## config.mk

```make
export PLATFORM = sky130hd
export DESIGN_NAME = obi_mem_arbiter_flat
export DESIGN_NICKNAME = d
export VERILOG_FILES = /design/src/rtl/obi_mem_arbiter_pkg.sv /design/src/rtl/obi_mem_arbiter_if.sv /design/src/rtl/obi_mem_arbiter_id_fifo.sv /design/src/rtl/obi_mem_arbiter.sv /design/src/flat_wrapper.sv
export SDC_FILE = /design/constraint.sdc
export NUM_CORES = 1
export LEC_CHECK = 0
export BUFFER_PORTS_ARGS = -buffer_cell sky130_fd_sc_hd__buf_2
export CORE_AREA = 4 4 121 123
export CTS_CLUSTER_SIZE = 16
export DETAILED_ROUTE_END_ITERATION = 7
export DIE_AREA = 0 0 125 127
export PLACE_DENSITY_LB_ADDON = 0.05
export SYNTH_ARGS = -nofsm -noshare
export SYNTH_HDL_FRONTEND = slang
export SYNTH_SLANG_ARGS = --single-unit
```

## constraint.sdc

```tcl
create_clock -name clk_sys -period 4.9 [get_ports clk_sys]
set_input_delay 0.735 -clock clk_sys [delete_from_list [all_inputs] [get_ports clk_sys]]
set_output_delay 0.735 -clock clk_sys [all_outputs]
set_load 0.1 [all_outputs]
```

## src/rtl/obi_mem_arbiter_pkg.sv

```systemverilog
// obi_arb_pkg: shared source IDs, default widths and FIFO sizing helper for the OBI memory arbiter.
package obi_arb_pkg;
    typedef enum logic {SRC_INSTR = 1'b0, SRC_DATA = 1'b1} src_e;
    localparam int ADDR_W = 32;
    localparam int DATA_W = 32;
    function automatic int clog2_min1(input int n);
        return (n <= 2) ? 1 : $clog2(n);
    endfunction
endpackage

```

## src/rtl/obi_mem_arbiter_if.sv

```systemverilog
// obi_if: one req/gnt/rvalid bus; master drives the request, slave answers it.
interface obi_if #(
    parameter int ADDR_W = obi_arb_pkg::ADDR_W,
    parameter int DATA_W = obi_arb_pkg::DATA_W
);
    logic                req;
    logic                gnt;
    logic                rvalid;
    logic                we;
    logic [DATA_W/8-1:0] be;
    logic [ADDR_W-1:0]   addr;
    logic [DATA_W-1:0]   wdata;
    logic [DATA_W-1:0]   rdata;
    modport master (output req, we, be, addr, wdata, input gnt, rvalid, rdata);
    modport slave  (input req, we, be, addr, wdata, output gnt, rvalid, rdata);
endinterface

```

## src/rtl/obi_mem_arbiter_id_fifo.sv

```systemverilog
// obi_id_fifo: small synchronous FIFO with full/empty flags and a combinational head.
module obi_id_fifo
    import obi_arb_pkg::*;
#(
    parameter int DEPTH = 2,
    parameter int WIDTH = 1
) (
    input  logic             clk_sys,
    input  logic             rst_sys,
    input  logic             push,
    input  logic             pop,
    input  logic [WIDTH-1:0] din,
    output logic [WIDTH-1:0] head,
    output logic             full,
    output logic             empty
);
    localparam int PW = clog2_min1(DEPTH);
    localparam int CW = $clog2(DEPTH + 1);
    logic [WIDTH-1:0] slots [DEPTH];
    logic [PW-1:0]    wr_ptr, rd_ptr;
    logic [CW-1:0]    count;
    logic             do_push, do_pop;
    function automatic logic [PW-1:0] inc(input logic [PW-1:0] p);
        return (p == PW'(DEPTH - 1)) ? '0 : p + 1'b1;
    endfunction
    assign full    = count == CW'(DEPTH);
    assign empty   = count == '0;
    assign do_push = push && !full;
    assign do_pop  = pop && !empty;
    assign head    = slots[rd_ptr];
    always_ff @(posedge clk_sys) begin
        if (do_push) slots[wr_ptr] <= din;
    end
    always_ff @(posedge clk_sys) begin
        if (rst_sys) begin
            wr_ptr <= '0;
            rd_ptr <= '0;
            count  <= '0;
        end else begin
            if (do_push) wr_ptr <= inc(wr_ptr);
            if (do_pop) rd_ptr <= inc(rd_ptr);
            count <= count + CW'(do_push) - CW'(do_pop);
        end
    end
endmodule

```

## src/rtl/obi_mem_arbiter.sv

```systemverilog
// obi_mem_arbiter: shares one single-port RAM between the fetch and LSU OBI ports.
// Define OBI_ARB_RR_EN for round-robin arbitration; otherwise data has fixed priority over instr.
module obi_mem_arbiter #(
    parameter int ADDR_W    = obi_arb_pkg::ADDR_W,
    parameter int DATA_W    = obi_arb_pkg::DATA_W,
    parameter int MAX_OUTST = 2
) (
    input  logic  clk_sys,
    input  logic  rst_sys,
    obi_if.slave  instr,
    obi_if.slave  data,
    obi_if.master mem,
    output logic  err_stray_rvalid
);
    import obi_arb_pkg::*;
    src_e sel, lock_src, pref;
    logic locked, sel_req, req_out, grant, rsp_ok, full, empty;
    logic head_id;
`ifdef OBI_ARB_RR_EN
    src_e rr_ptr;
    always_ff @(posedge clk_sys) begin
        if (rst_sys) rr_ptr <= SRC_INSTR;
        else if (grant) rr_ptr <= (sel == SRC_INSTR) ? SRC_DATA : SRC_INSTR;
    end
    assign pref = rr_ptr;
`else
    assign pref = SRC_DATA;
`endif
    // A locked selection is held until granted, so a stalled request is never switched.
    always_comb begin
        sel     = SRC_INSTR;
        sel_req = 1'b0;
        sel     = locked ? lock_src :
                  (instr.req && data.req) ? pref :
                  data.req ? SRC_DATA : SRC_INSTR;
        sel_req = (sel == SRC_DATA) ? data.req : instr.req;
    end
    assign req_out   = sel_req && !full && !rst_sys;
    assign grant     = req_out && mem.gnt;
    assign mem.req   = req_out;
    assign mem.we    = (sel == SRC_DATA) && data.we;
    assign mem.be    = (sel == SRC_DATA) ? data.be : '1;
    assign mem.addr  = (sel == SRC_DATA) ? data.addr : instr.addr;
    assign mem.wdata = (sel == SRC_DATA) ? data.wdata : '0;
    assign instr.gnt = grant && (sel == SRC_INSTR);
    assign data.gnt  = grant && (sel == SRC_DATA);
    assign rsp_ok       = mem.rvalid && !empty && !rst_sys;
    assign instr.rvalid = rsp_ok && (head_id == SRC_INSTR);
    assign data.rvalid  = rsp_ok && (head_id == SRC_DATA);
    assign instr.rdata  = mem.rdata;
    assign data.rdata   = mem.rdata;
    always_ff @(posedge clk_sys) begin
        if (rst_sys) begin
            locked           <= 1'b0;
            lock_src         <= SRC_INSTR;
            err_stray_rvalid <= 1'b0;
        end else begin
            locked   <= req_out && !mem.gnt;
            lock_src <= sel;
            if (mem.rvalid && empty) err_stray_rvalid <= 1'b1;
        end
    end
    obi_id_fifo #(.DEPTH(MAX_OUTST), .WIDTH(1)) u_id_fifo (
        .clk_sys (clk_sys),
        .rst_sys (rst_sys),
        .push    (grant),
        .pop     (rsp_ok),
        .din     (sel),
        .head    (head_id),
        .full    (full),
        .empty   (empty)
    );
endmodule
```

## src/flat_wrapper.sv

```systemverilog
// flat-port wrapper written by rule: the top's interface ports become plain ports
module obi_mem_arbiter_flat import obi_arb_pkg::*;
#(
    parameter int ADDR_W    = obi_arb_pkg::ADDR_W,
    parameter int DATA_W    = obi_arb_pkg::DATA_W,
    parameter int MAX_OUTST = 2
)
  (clk_sys, rst_sys, err_stray_rvalid, instr_req, instr_we, instr_be, instr_addr, instr_wdata, instr_gnt, instr_rvalid, instr_rdata, data_req, data_we, data_be, data_addr, data_wdata, data_gnt, data_rvalid, data_rdata, mem_req, mem_we, mem_be, mem_addr, mem_wdata, mem_gnt, mem_rvalid, mem_rdata);
  obi_if #(.ADDR_W(ADDR_W), .DATA_W(DATA_W)) instr_i ();
  obi_if #(.ADDR_W(ADDR_W), .DATA_W(DATA_W)) data_i ();
  obi_if #(.ADDR_W(ADDR_W), .DATA_W(DATA_W)) mem_i ();
  input  logic clk_sys;
  input  logic rst_sys;
  output logic err_stray_rvalid;
  input wire logic [$bits(instr_i.req)-1:0] instr_req;
  input wire logic [$bits(instr_i.we)-1:0] instr_we;
  input wire logic [$bits(instr_i.be)-1:0] instr_be;
  input wire logic [$bits(instr_i.addr)-1:0] instr_addr;
  input wire logic [$bits(instr_i.wdata)-1:0] instr_wdata;
  output wire logic [$bits(instr_i.gnt)-1:0] instr_gnt;
  output wire logic [$bits(instr_i.rvalid)-1:0] instr_rvalid;
  output wire logic [$bits(instr_i.rdata)-1:0] instr_rdata;
  input wire logic [$bits(data_i.req)-1:0] data_req;
  input wire logic [$bits(data_i.we)-1:0] data_we;
  input wire logic [$bits(data_i.be)-1:0] data_be;
  input wire logic [$bits(data_i.addr)-1:0] data_addr;
  input wire logic [$bits(data_i.wdata)-1:0] data_wdata;
  output wire logic [$bits(data_i.gnt)-1:0] data_gnt;
  output wire logic [$bits(data_i.rvalid)-1:0] data_rvalid;
  output wire logic [$bits(data_i.rdata)-1:0] data_rdata;
  output wire logic [$bits(mem_i.req)-1:0] mem_req;
  output wire logic [$bits(mem_i.we)-1:0] mem_we;
  output wire logic [$bits(mem_i.be)-1:0] mem_be;
  output wire logic [$bits(mem_i.addr)-1:0] mem_addr;
  output wire logic [$bits(mem_i.wdata)-1:0] mem_wdata;
  input wire logic [$bits(mem_i.gnt)-1:0] mem_gnt;
  input wire logic [$bits(mem_i.rvalid)-1:0] mem_rvalid;
  input wire logic [$bits(mem_i.rdata)-1:0] mem_rdata;
  assign instr_i.req = instr_req;
  assign instr_i.we = instr_we;
  assign instr_i.be = instr_be;
  assign instr_i.addr = instr_addr;
  assign instr_i.wdata = instr_wdata;
  assign instr_gnt = instr_i.gnt;
  assign instr_rvalid = instr_i.rvalid;
  assign instr_rdata = instr_i.rdata;
  assign data_i.req = data_req;
  assign data_i.we = data_we;
  assign data_i.be = data_be;
  assign data_i.addr = data_addr;
  assign data_i.wdata = data_wdata;
  assign data_gnt = data_i.gnt;
  assign data_rvalid = data_i.rvalid;
  assign data_rdata = data_i.rdata;
  assign mem_req = mem_i.req;
  assign mem_we = mem_i.we;
  assign mem_be = mem_i.be;
  assign mem_addr = mem_i.addr;
  assign mem_wdata = mem_i.wdata;
  assign mem_i.gnt = mem_gnt;
  assign mem_i.rvalid = mem_rvalid;
  assign mem_i.rdata = mem_rdata;
  obi_mem_arbiter #(.ADDR_W(ADDR_W), .DATA_W(DATA_W), .MAX_OUTST(MAX_OUTST)) u_core (.clk_sys(clk_sys), .rst_sys(rst_sys), .instr(instr_i), .data(data_i), .mem(mem_i), .err_stray_rvalid(err_stray_rvalid));
endmodule
```

==> results.cfg <==
[status]
status = completed

[clock_tree]
htreeDepth = 1
clk_path_buf_depth = 2
cts_hold_buf = 0
cts_buffers = 3
cts_sinks = 10
cts_resized = 0
cts_tree = done
worstSkewPairLatency_ns = 0.23
clk_pin_slew_worst_paths_ns = 0.04
root_buffer = clkbuf_16
cts_setup_buffers = 0

[global_route]
grt_pass1_wl_um = 9250
grt_antenna_before_repair = 0
overflow = 0
grtUsageTotal_pct = 7.08
grt_max_degree = 73
grt_pass1_vias = 1904

[drt]
antenna_left = 0
drt-pass1-iter-count = 3
routedWlPerCell_um = 11.5
vias = 1852
drt-total-wl_um = 6320
drc_errors = 0
drt_iter0_drc = 42
vias_per_cell = 3.38

[sta]
maxSlewViolCount = 0
fin_crit_ns = 3.12
final-hold-violation-count = 0
max_freq_mhz = 320
max-slew-margin-rel_pct = 28.5
whs_ns = 0.466
finClkSkew_ns = 0.00153
final-setup-viol-count = 0
fin_crit_sh_pct = 63.7
rsz0062_at_grt = no
finalSetupTns_ns = 0
tightestPinTransition_ns = 1.07

[critical_path]
crit_buf_inv = 3
cp_top_family = buffers and inverters
critical_path_required_ns = 4.16
crit_chain = buf_2 > mux2i_4 > inv_2 > nand2_1 > nand2_1 > buf_2
slowest_delay_ns = 0.73
crit_type = input pin to output pin
cp_slowest_cell = inv_2
r2r_end = u_core.u_id_fifo.count[1]
cp-start-kind = input pin
reg2reg_depth = 8
regToRegSetupSlack_ns = 2.58
end_kind = output pin
arrival_ns = 2.39
r2r-start = u_core.locked
cp_max_fo = 72

[pwr]
irDropWorstVdd_mv = 0.102
power.leakage_nw = 1.37
finalPower_uw = 881
powerDensity_mw_per_mm2 = 387

[floorplanning]
die_y_um = 127
fp-row-count = 43
dieArea_mm2 = 0.0159
io_pins = 315
core_mm2 = 0.0137
start_util_pct = 11.5
die_w_um = 125

[synthesis]
synth_top_family_by_area = simple AND/OR/NAND/NOR gates
synth_xor_area_share_pct = 2.23
ys_seq_area_share_pct = 14.0
synth-async-reset-ratio_pct = 0
syn_area_mm2 = 0.00157
synth_seq_cells = 10
synth_fa_ha_area_share_pct = 0.796
yosys.area_share.simple_pct = 45.3
syn-num-nets = 434
syn-instance-count = 257
ys_types = 25
synth_edf_count = 2
ys.flop_type = dfxtp_1
synth_area_per_cell_um2 = 6.12
synth_compound_gate_area_share_pct = 2.63
yosys_warnings = 0
synth_mux_area_share_pct = 0.875

[final_layout]
layoutNonFillerInstCount = 548
diodes = 0
layout-drive-gt1-share_pct = 51.1
mostFrequentLayoutCells = buf_2 (181), nand2_1 (97), and2_1 (34)
area_growth_pct = 44.8
fin_nets = 546
layout_commonest_cell = buf_2

[place]
gp_congestion = 0.697
place_inst = 544
hpwl_um = 5150
place.port_buffers = 181

[min_path]
hold_path_class = register to register
hold_end = u_core.err_stray_rvalid
hold_depth = 2
hold_start = u_core.err_stray_rvalid

[job]
drv_cap = 0
## sequential cells by signal, indices dropped and copies added (netlist names), named ones only
signal                   flops
u_core.u_id_fifo.slots       2
u_core.locked                1
u_core.u_id_fifo.count       2
u_core.u_id_fifo.wr_ptr      1
u_core.err_stray_rvalid      1
u_core.lock_src              1
u_core.u_id_fifo.rd_ptr      1
## through the flow
| step | utilization [%] | setup WS [ns] | cell area (um2) |
|---|---|---|---|
| final | 16.7 | 1.78 | 2280 |
| after global routing | 16.7 | 1.48 | 2280 |
| after CTS | 16.7 | 1.65 | 2280 |
| after detailed placement | 16.1 | 1.65 | 2200 |
| after global placement | 16.1 | 1.66 | 2200 |
| after floorplan | - | 0.305 | 1570 |
## layer usage
layer | wire length [um] | global-route usage, % | up-vias
met5 | 0 | 0 | -
met4 | 206 | 2.81 | 0
met3 | 767 | 2.42 | 27
met2 | 3320 | 14.1 | 115
met1 | 2030 | 6.56 | 776
li1 | - | - | 934
## synth_stat cells, types with 3 or more instances
| library cell | count | area (um2) |
|---|---|---|
| nand2_1 | 97 | 364 |
| buf_4 | 64 | 480 |
| and2_1 | 34 | 213 |
| clkbuf_1 | 11 | 41.3 |
| nor2_1 | 10 | 37.5 |
| dfxtp_1 | 8 | 160 |
| nand2b_1 | 5 | 31.3 |
| nor2b_1 | 4 | 25.0 |
| inv_1 | 3 | 11.3 |
## tightest hold or removal path: cells and delay by family (launching register included)
kind	cells	cell delay, ns
AO/OA/AOI/OAI	1	0.05
AND/OR/NAND/NOR	1	0.07
flip-flops	1	0.32
## cell families (layout without fill, tap and decap cells)
logic type / Yosys count / after routing
AO/OA/AOI/OAI: 6 / 6
XOR/XNOR: 4 / 4
adder cells (fa/ha/maj): 1 / 1
buffers and inverters: 79 / 190
flip-flops: 10 / 10
multiplexers: 1 / 1
AND/OR/NAND/NOR: 156 / 156
## power breakdown
part,total (mW),switching (mW),internal [mW],leakage (nW)
sequential,0.105,0.00809,0.0973,0.0842
combinational,0.628,0.518,0.110,1.25
clock,0.148,0.0386,0.109,0.0382
total,0.881,0.565,0.317,1.37
## worst max-delay path by stage
| stage | start | end | slack [ns] | cells after the start |
|---|---|---|---|---|
| floorplan | rst_sys | instr_rvalid | 0.30 | 2 |
| global placement | data_req | mem_addr[10] | 1.66 | 6 |
| detailed placement | data_req | mem_addr[10] | 1.65 | 6 |
| CTS | data_req | mem_addr[10] | 1.65 | 6 |
| global route | data_req | mem_addr[23] | 1.48 | 6 |
| finish | data_req | mem_addr[10] | 1.78 | 6 |
## cell type report
class	instances	area, um2
Inverter	4	15.0
Tap cell	180	225
Clock buffer	4	78.8
Sequential cell	10	220
Timing Repair Buffer	182	913
Fill cell	1640	11400
Multi-Input combinational cell	168	825
Power figures use the tool's default switching activity.
